File: src/rtl/program_loader.sv
// Packs decoded instruction fields into 32-bit words and writes them to consecutive
// program-memory addresses from a base address, ahead of CPU fetch.
module program_loader #(
  parameter int INSTRUCTION_WIDTH = 32,
  parameter int ADDR_WIDTH        = 8,
  parameter int MEM_DEPTH         = 256
) (
  input  logic                         i_clk,
  input  logic                         i_rst,
  input  logic                         i_start,
  input  logic [ADDR_WIDTH-1:0]        i_base_addr,
  input  logic                         i_in_valid,
  output logic                         o_in_ready,
  input  logic                         i_in_last,
  input  logic [4:0]                   i_opcode,
  input  logic [8:0]                   i_destination,
  input  logic [8:0]                   i_source_1,
  input  logic [8:0]                   i_source_2,
  output logic                         o_mem_we,
  output logic [ADDR_WIDTH-1:0]        o_mem_addr,
  output logic [INSTRUCTION_WIDTH-1:0] o_mem_wdata,
  output logic                         o_busy,
  output logic                         o_done,
  output logic                         o_overflow_err,
  output logic [ADDR_WIDTH:0]          o_count,
  output logic [ADDR_WIDTH:0]          o_alu_count,
  output logic [1:0]                   o_state
);

  // Handshake: a field set transfers on a rising edge where i_in_valid and o_in_ready are
  // both high; o_in_ready is registered and high exactly while the FSM is in LOAD.

  typedef enum logic [1:0] {
    S_IDLE  = 2'd0,
    S_LOAD  = 2'd1,
    S_DONE  = 2'd2,
    S_ERROR = 2'd3
  } state_t;

  localparam logic [ADDR_WIDTH-1:0] LAST_ADDR = ADDR_WIDTH'(MEM_DEPTH - 1);
  localparam logic [ADDR_WIDTH-1:0] PTR_ONE   = ADDR_WIDTH'(1);
  localparam logic [ADDR_WIDTH:0]   CNT_ONE   = (ADDR_WIDTH + 1)'(1);

  state_t                          r_state;
  state_t                          w_next;
  logic [ADDR_WIDTH-1:0]           r_wr_ptr;
  logic                            r_in_ready;
  logic                            r_mem_we;
  logic [ADDR_WIDTH-1:0]           r_mem_addr;
  logic [INSTRUCTION_WIDTH-1:0]    r_mem_wdata;
  logic                            r_busy;
  logic                            r_done;
  logic                            r_overflow_err;
  logic [ADDR_WIDTH:0]             r_count;
  logic [ADDR_WIDTH:0]             r_alu_count;

  logic                            w_accept;
  logic                            w_start_ok;
  logic                            w_at_end;
  logic                            w_is_alu;
  logic [INSTRUCTION_WIDTH-1:0]    w_packed;
  logic                            w_in_ready_d;
  logic                            w_busy_d;
  logic                            w_done_d;
  logic                            w_overflow_set;

  assign w_accept   = i_in_valid & r_in_ready;
  assign w_start_ok = i_start & (r_state != S_LOAD);
  assign w_at_end   = (r_wr_ptr == LAST_ADDR);
  assign w_is_alu   = (i_opcode >= 5'd1) && (i_opcode <= 5'd19);
  assign w_packed   = INSTRUCTION_WIDTH'({i_opcode, i_destination, i_source_1, i_source_2});

  // State register
  always_ff @(posedge i_clk) begin
    if (i_rst) r_state <= S_IDLE;
    else       r_state <= w_next;
  end

  // Next-state logic
  always_comb begin
    w_next = r_state;
    case (r_state)
      S_IDLE:  if (i_start) w_next = S_LOAD;
      S_LOAD: begin
        if (w_accept) begin
          if (i_in_last)     w_next = S_DONE;
          else if (w_at_end) w_next = S_ERROR;
        end
      end
      S_DONE:  w_next = i_start ? S_LOAD : S_IDLE;
      S_ERROR: if (i_start) w_next = S_LOAD;
      default: w_next = S_IDLE;
    endcase
  end

  // Output logic: next values for the registered outputs
  always_comb begin
    w_in_ready_d   = (w_next == S_LOAD);
    w_busy_d       = (w_next == S_LOAD);
    w_done_d       = w_accept & i_in_last;
    w_overflow_set = w_accept & ~i_in_last & w_at_end;
  end

  always_ff @(posedge i_clk) begin
    if (i_rst) begin
      r_wr_ptr       <= '0;
      r_in_ready     <= 1'b0;
      r_mem_we       <= 1'b0;
      r_mem_addr     <= '0;
      r_mem_wdata    <= '0;
      r_busy         <= 1'b0;
      r_done         <= 1'b0;
      r_overflow_err <= 1'b0;
      r_count        <= '0;
      r_alu_count    <= '0;
    end else begin
      r_in_ready <= w_in_ready_d;
      r_busy     <= w_busy_d;
      r_done     <= w_done_d;
      r_mem_we   <= w_accept;
      if (w_accept) begin
        r_mem_addr  <= r_wr_ptr;
        r_mem_wdata <= w_packed;
      end
      if (w_start_ok) begin
        r_wr_ptr       <= i_base_addr;
        r_count        <= '0;
        r_alu_count    <= '0;
        r_overflow_err <= 1'b0;
      end else begin
        // The pointer holds at the last address; the session ends there either way.
        if (w_accept && !w_at_end) r_wr_ptr <= r_wr_ptr + PTR_ONE;
        if (w_accept) r_count <= r_count + CNT_ONE;
        if (w_accept && w_is_alu) r_alu_count <= r_alu_count + CNT_ONE;
        if (w_overflow_set) r_overflow_err <= 1'b1;
      end
    end
  end

  assign o_in_ready     = r_in_ready;
  assign o_mem_we       = r_mem_we;
  assign o_mem_addr     = r_mem_addr;
  assign o_mem_wdata    = r_mem_wdata;
  assign o_busy         = r_busy;
  assign o_done         = r_done;
  assign o_overflow_err = r_overflow_err;
  assign o_count        = r_count;
  assign o_alu_count    = r_alu_count;
  assign o_state        = r_state;

endmodule
File: config.mk
export PLATFORM = sky130hd
export DESIGN_NAME = program_loader
export DESIGN_NICKNAME = d
export VERILOG_FILES = /design/src/rtl/program_loader.sv
export SDC_FILE = /design/constraint.sdc
export NUM_CORES = 1
export LEC_CHECK = 0
export ABC_AREA = 1
export ABC_CLOCK_PERIOD_IN_PS = 2300
export CAP_MARGIN = 20
export CORE_ASPECT_RATIO = 0.9
export CORE_MARGIN = 5
export CORE_UTILIZATION = 30
export DETAILED_ROUTE_END_ITERATION = 6
export GPL_TIMING_DRIVEN = 0
export PLACE_DENSITY = 0.68
export SYNTH_ARGS = -nofsm -noshare
export SYNTH_HDL_FRONTEND = slang
export SYNTH_SLANG_ARGS = --single-unit
File: constraint.sdc
create_clock -name i_clk -period 2.3 [get_ports i_clk]
set_input_delay 0.345 -clock i_clk [delete_from_list [all_inputs] [get_ports i_clk]]
set_output_delay 0.345 -clock i_clk [all_outputs]
set_load 0.1 [all_outputs]
Yosys cells after proc, flatten, opt, wreduce, memory -nomap -nowiden
Index checks and enable logic that the tools add are counted.
- output and inout bits: 65
- input port bits: 45
- flip-flop bits (word level): 72
- word-level logic and storage cells: 43
- bitwise gates (word level): 6
- reductions and logical operators: 8
- mux-type cells: 8
- $lt $le $gt $ge: 2
- equality and inequality tests: 6
- add/subtract/negate cells: 3
- operators with widths (kind ; number):
    adder 9 x 1 -> 9 bit (second input constant) ; 2
    2-to-1 mux 8 bit ; 2
    adder 8 x 1 -> 8 bit (second input constant) ; 1
    equality test 8 bit (second input constant) ; 1
    2-to-1 mux 2 bit ; 4
    case mux 2 bit (3 select lines) ; 1
    bitwise AND 1 bit ; 5
    greater-or-equal comparator 5 x 1 -> 1 bit (second input constant) ; 1
    less-or-equal comparator 5 bit (second input constant) ; 1
    equality test 2 x 1 -> 1 bit (second input constant) ; 2
    equality test 2 bit (second input constant) ; 2
    OR reduction 2 bit ; 2
    logical AND 1 bit ; 3
    logical NOT 2 bit ; 1
    inequality test 2 x 1 -> 1 bit (second input constant) ; 1
    nonzero test 2 bit ; 1
    logical NOT 1 bit ; 1
    2-to-1 mux 1 bit ; 1
    inverter 1 bit ; 1

Logic depth before layout (Yosys ltp)
Gate-level depths: netlist of run 1.
- depth in word-level cells: 6
- depth in mapped cells: 10
- depth with buffers taken out: 10

Least setup slack after synthesis of run 1
No wires, ideal clock.
- kind: reg2reg
- start: register r_state[1] (netlist: o_state[1])
- end: register r_wr_ptr[4]
- setup slack: 0.099 ns
- arrival: 2.079 ns
- stages on the path, launching flop included: 9
- cells stage by stage: dfxtp_1 -> inv_1 -> ha_1 -> nor2_4 -> inv_2 -> buf_2 -> or2_2 -> nand3_1 -> nor2_1
- word-level cells in the longest chain between the ends: 3
- elaborated cells on any way between the ends: 4
- those cells by class: eq/ne (1); mux (1); bitwise (1); reduce/logical (1)
- ends and longest elaborated chain (item ; line ; RTL):
    from (decl) ; 44 ; state_t r_state;
    from (signal assigned) ; 76 ; else r_state <= w_next;
    inequality test 2 x 1 -> 1 bit * ; 68 ; assign w_start_ok = i_start & (r_state != S_LOAD);
    bitwise AND 1 bit * ; 68 ;
    2-to-1 mux 8 bit or nonzero test 2 bit (tied branches) ; n/a ;
    to (signal assigned) ; 126 ; r_wr_ptr <= i_base_addr;
    to (signal assigned) ; 132 ; if (w_accept && !w_at_end) r_wr_ptr <= r_wr_ptr + PTR_ONE;
    to (decl) ; 46 ; logic [ADDR_WIDTH-1:0] r_wr_ptr;
Mark *: on every way between the ends. The rest lies on a longest branch, timed or not.
A chain may end at the register's enable or synchronous reset.

Worst setup path in the final report of run 1
- start: register r_state[0] (netlist: o_state[0])
- end: output o_state[0]
- RTL lines (item ; line ; RTL):
    to (decl) ; 27 ; output logic [1:0] o_state
No word-level cell between the ends.

==> results of run 1 <==
==> path summary, 6_finish.rpt <==
check	from	end	cells after the start
hold reg to reg	o_alu_count[6]$_SDFFE_PP0P_	o_alu_count[6]$_SDFFE_PP0P_	2
setup reg to reg	o_state[1]$_SDFF_PP0_	r_wr_ptr[4]$_SDFFE_PP0P_	8
setup / recovery	o_state[0]$_SDFF_PP0_	o_state[0]	1
hold / removal	i_rst	r_wr_ptr[0]$_SDFFE_PP0P_	2
==> registers in the layout, summed over array words and instances, names as in the netlist <==
signal	cells
o_alu_count	9
r_wr_ptr	8
o_count	9
o_mem_wdata	32
o_state	2
o_mem_we	1
o_done	1
o_overflow_err	1
o_mem_addr	8
o_busy	1
==> layout by cell type, fill, tap and decap left out, types with 3 or more instances in the layout <==
cell and count:
bufinv_16 3, dlymetal6s2s_1 7, buf_2 7, nand2_1 58, nand4_1 5, nand3_1 18, clkbuf_16 9, inv_1 26
nor3_1 5, inv_6 3, o21ai_0 51, ha_1 4, clkbuf_1 9, dfxtp_1 72, nand2_4 3, dlygate4sd2_1 4
xor2_1 7, a21oi_1 24, nand2_2 3, clkdlybuf4s50_1 97, nor2_1 100
==> layer usage <==
layer / global-route usage (%) / vias to the layer above / share of wire (%) / wire length, um
met5: 0 / - / 0 / 0
met4: 3.89 / 0 / 0.96 / 85
met3: 4.13 / 9 / 8.4 / 744
met2: 23.2 / 106 / 45 / 4010
met1: 18.7 / 1385 / 45 / 4030
li1: - / 1589 / - / -
==> cell families after synthesis <==
kind of cell | Yosys count | synth area share, %
simple gates | 201 | 28.2
compound gates | 82 | 14.1
flops | 72 | 47.2
buf+inv | 47 | 6.31
xor+xnor | 8 | 2.30
fa+ha+maj | 4 | 1.64
mux | 1 | 0.328
==> power breakdown <==
part           switching, mW  internal [mW]  total [mW]
Sequential            0.0531           1.32        1.38
Clock                  0.558           1.07        1.63
Combinational          0.661          0.252       0.913
==> layout make-up <==
cell class / instances / area, um^2 / area share [%]
Buffer: 18 / 81.3 / 1.75
Clock buffer: 9 / 225 / 4.83
Multi-Input combinational cell: 296 / 1420 / 30.5
Clock inverter: 7 / 125 / 2.69
Sequential cell: 72 / 1440 / 30.9
Tap cell: 129 / 161 / 3.46
Inverter: 29 / 111 / 2.39
Timing Repair Buffer: 108 / 1090 / 23.5
==> results.md, run 1 <==
- # diodes: 0
- Post-CTS Setup Inserts: 0
- Mean Syn Cell Area: approximately 7.4 um^2
- Main area contributors after synthesis: dfxtp_1, nor2_1, o21ai_0, nand2_1, a21oi_1
- Max-Cap Viols: 0
- Routed vias: 3,089
- # fillers: around 1,000
- First-pass iteration count of the detailed router: 4
- Clock buffer count from CTS: 9
- Initial antenna violation count: 0
- Post-synth cell types: 33
- Post-synth top area share: 47.2%
- Final Skew: about 0.0056 ns
- Count leader, synth: nor2_1
- Hold Crit Class: in2reg
- Final net count: between 500 and 600
- Final WL: 8.86 mm
- Status: completed
- Residual DRC: 0
- Cell Area, Placed: roughly 4300 um^2
- Post-synth EDFFs: 0
- Area leader, netlist: dfxtp_1
- Worst-margin pin slew: 1.02 ns
- Vias per inst: roughly 4.6
- Reg2reg setup slack: roughly 0.67 ns
- Slowest stage delay, CP: 1.18 ns
- Area of the mapped netlist: 3050 um^2
- Yosys reg bits: 72
- Drt initial violations: about 150
- Post-synthesis sequential area ratio: approximately 47%
- Async SR Flop Fraction: 0%
- Placed cells: roughly 650
- Share of layout cells above drive strength 1: under 10%
- Final core utilization: a little under half
- Area delta synth->final: 52.6%
- Pwr/cell area: 842 nW/um^2
- Die height: about 110 um
- WP data arrival: ~1.9 ns
- DPL Wire Length: roughly 6.6 mm
- Starting Density: 30.2%
- IO Pins: 110
- Rows: 35
- Ys flop type: dfxtp_1
- Synth Warn #: 0
- Slowest cell on crit path: clkdlybuf4s50_1
- Root Buffer: clkbuf_16
- Final Power: approximately 3.9 mW
- Synth top cells by count: nor2_1, dfxtp_1, nand2_1, o21ai_0, inv_1
- Syn Inst Count: roughly 420
- Post-Syn Nets: ~460
- WP buf/inv: 1
- CTS H-tree depth: 3
- Die width: 116 um
- Crit end category: output port
- Die Area: 12,300 um^2
- Placer Congestion: between 0.8 and 0.9
- Global Route Usage Sum: around 14%
- Period utilization: between 90% and 100%
- Port Buffers: approximately 110
- Num Clock Sinks: a little over 70
- Worst path cell trace: clkdlybuf4s50_1
- Pre-CTS WS: 0.337 ns
- Final hold vios: 0
- Final std cells w/o fill: approximately 670
- Hold slack: between 0.3 and 0.4 ns
- RSZ-0062 raised after global routing: false
- Vias in the first global route: roughly 2,900
- Worst EP required: a little under 2 ns
- Tmin final: 2.25 ns
- Post-Route Setup TNS: 0 ns
- Largest net degree at the start of global routing: 15
- Hold-fix buffers, CTS: 0
- CTS resizes: 4
- CTS max path bufs: 2
- Design area: around 4700 um^2
- Pleak: approximately 1.9 nW
- Max rail drop VDD: between 0.3 and 0.4 mV
- CTS tree: done
- Critical Path Start Type: flop
- Crit path max fanout: 5
- Final setup viols: 0
- CP Class: reg2out
- Routed Antenna Nets: 0
- Global-route wire length before repair: ~14 mm
- Core Region: 10,100 um^2
- Total global routing overflow: 0
- Crit path max-delay family: buffers and inverters
- F_max: 444 MHz
- Final WS setup: around 0.048 ns
- Wire length per cell: roughly 13 um
- Slew HR: 31.9%
- Clock-pin slew on the worst setup and hold paths: around 0.06 ns
- Skew-Pair Late Insertion Delay: around 0.33 ns
- Slew Viols, Final: 0
(Power assumes the default switching activity.)
==> run 2: changes to the inputs <==
CTS_CLUSTER_SIZE = 20   (was unset)
DONT_BUFFER_PORTS = 1   (was unset)
PLACE_DENSITY = 0.55   (was 0.68)
==> results.md, run 2 (synthesized netlist as in run 1, its figures left out) <==
- Global Route Usage Sum: about 14%
- Final hold vios: 0
- Final Power: 3.52 mW
- Routed vias: between 2,000 and 3,000
- Crit path max fanout: 4
- Post-CTS Setup Inserts: 0
- Wire length per cell: 15.2 um
- CTS H-tree depth: 3
- Area delta synth->final: 16.6%
- IO Pins: between 100 and 150
- Final setup viols: 0
- Placer Congestion: between 0.8 and 0.9
- Slew HR: 22.8%
- Vias per inst: 4.76
- Largest net degree at the start of global routing: 13
- Final core utilization: 35.2%
- Initial antenna violation count: 0
- Pleak: around 1.4 nW
- CTS max path bufs: 2
- Port Buffers: 0
- Crit end category: flop
- DPL Wire Length: 6.47 mm
- Num Clock Sinks: between 70 and 80
- Pwr/cell area: 990 nW/um^2
- Placed cells: approximately 540
- Worst-margin pin slew: between 1 and 1.5 ns
- Final WS setup: 0.161 ns
- # fillers: about 1,100
- WP data arrival: roughly 2.4 ns
- Die width: 116 um
- Slowest cell on crit path: dfxtp_1
- Die height: about 110 um
- Hold Crit Class: in2reg
- Critical Path Start Type: flop
- WP buf/inv: 1
- RSZ-0062 raised after global routing: false
- Final std cells w/o fill: approximately 560
- Core Region: 10,100 um^2
- F_max: approximately 470 MHz
- Hold slack: 0.164 ns
- Max-Cap Viols: 0
- Starting Density: around 30%
- Final net count: about 480
- Share of layout cells above drive strength 1: between 10% and 20%
- Most common cell after layout, fill and taps aside: nor2_1
- Worst EP required: between 2 and 3 ns
- Root Buffer: clkbuf_16
- Die Area: 12,300 um^2
- Routed Antenna Nets: 0
- Reg2reg setup slack: approximately 0.16 ns
- # diodes: 0
- First-pass iteration count of the detailed router: 4
- Rows: 35
- Final Skew: roughly 0.0037 ns
- Tmin final: 2.14 ns
- Crit path max-delay family: flip-flops
- Vias in the first global route: ~2,600
- Max rail drop VDD: 0.626 mV
- Cell Area, Placed: around 3200 um^2
- Skew-Pair Late Insertion Delay: roughly 0.33 ns
- Residual DRC: 0
- Clock buffer count from CTS: 9
- Pre-CTS WS: -0.111 ns
- Design area: approximately 3600 um^2
- Final WL: around 8.5 mm
- Largest register FFs: 32
- Clock-pin slew on the worst setup and hold paths: roughly 0.060 ns
- CTS tree: done
- Worst path cell trace: ha_1, inv_1, nor3_1, nand3_1, nand2_1, nor2_1
- Drt initial violations: roughly 180
- CP Class: reg2reg
- Slew Viols, Final: 0
- Global-route wire length before repair: roughly 14 mm
- Post-Route Setup TNS: 0 ns
- Total global routing overflow: 0
- Period utilization: 93.0%
- Slowest stage delay, CP: 1.06 ns
- Commonest cells after routing, fill and taps aside: nor2_1, dfxtp_1, nand2_1
- Status: completed
## run 2: cell types whose count changed in the layout (fill, tap and decap cells not counted), sizes merged
| cell | delta |
|---|---|
| clkinv | +1 |
| inv | -3 |
| clkbuf | +3 |
| dlymetal6s2s | -7 |
| clkinvlp | +2 |
| clkdlybuf4s50 | -97 |
| buf | +1 |
| bufinv | -2 |
| dlygate4sd2 | -4 |
## run 2: routing by layer
metal	GRT usage [%]	wire length, um	vias to the layer above
li1	-	-	1369
met1	17.8	3700	1199
met2	22.1	3840	98
met3	6.37	896	9
met4	4.81	102	0
met5	0	0	-
## run 2: power by group
group          internal (mW)  switching (mW)  total (mW)
clock network          0.894           0.518        1.41
logic                 0.0955           0.191       0.287
registers               1.32           0.500        1.82
## run 2: repair_timing
action	in CTS	in global routing
setup endpoints to repair	26	0
resized for setup	3	0
hold buffers	0	0
endpoints found under the hold margin	0	0
## run 2: path summary, 6_finish.rpt
| kind | startpoint | end | depth (start not counted) |
|---|---|---|---|
| setup / recovery | o_count[0]$_SDFFE_PP0N_ | o_count[6]$_SDFFE_PP0N_ | 6 |
| hold / removal | i_in_last | o_done$_SDFF_PP0_ | 2 |
| setup reg to reg | o_count[0]$_SDFFE_PP0N_ | o_count[6]$_SDFFE_PP0N_ | 6 |
| hold reg to reg | r_wr_ptr[7]$_SDFFE_PP0P_ | r_wr_ptr[7]$_SDFFE_PP0P_ | 2 |
## run 2: cell type report
class                      count  area (um^2)  area share [%]
multi-input combinational    296         1420            39.9
sequential                    72         1450            40.6
clock buffer                  11          253            7.10
tap                          129          161            4.54
timing repair buffer           2         32.5           0.914
inverter                      29          111            3.13
buffer                        18         81.3            2.29
clock inverter                 5         55.1            1.55
## run 2: worst reg2reg max path, delay by kind of cell, from the launching register on
family                   cells  cell delay (ns)
AND/OR/NAND/NOR              4             0.61
flip-flops                   1             1.06
adder cells (fa/ha/maj)      1             0.29
buffers and inverters        1             0.07
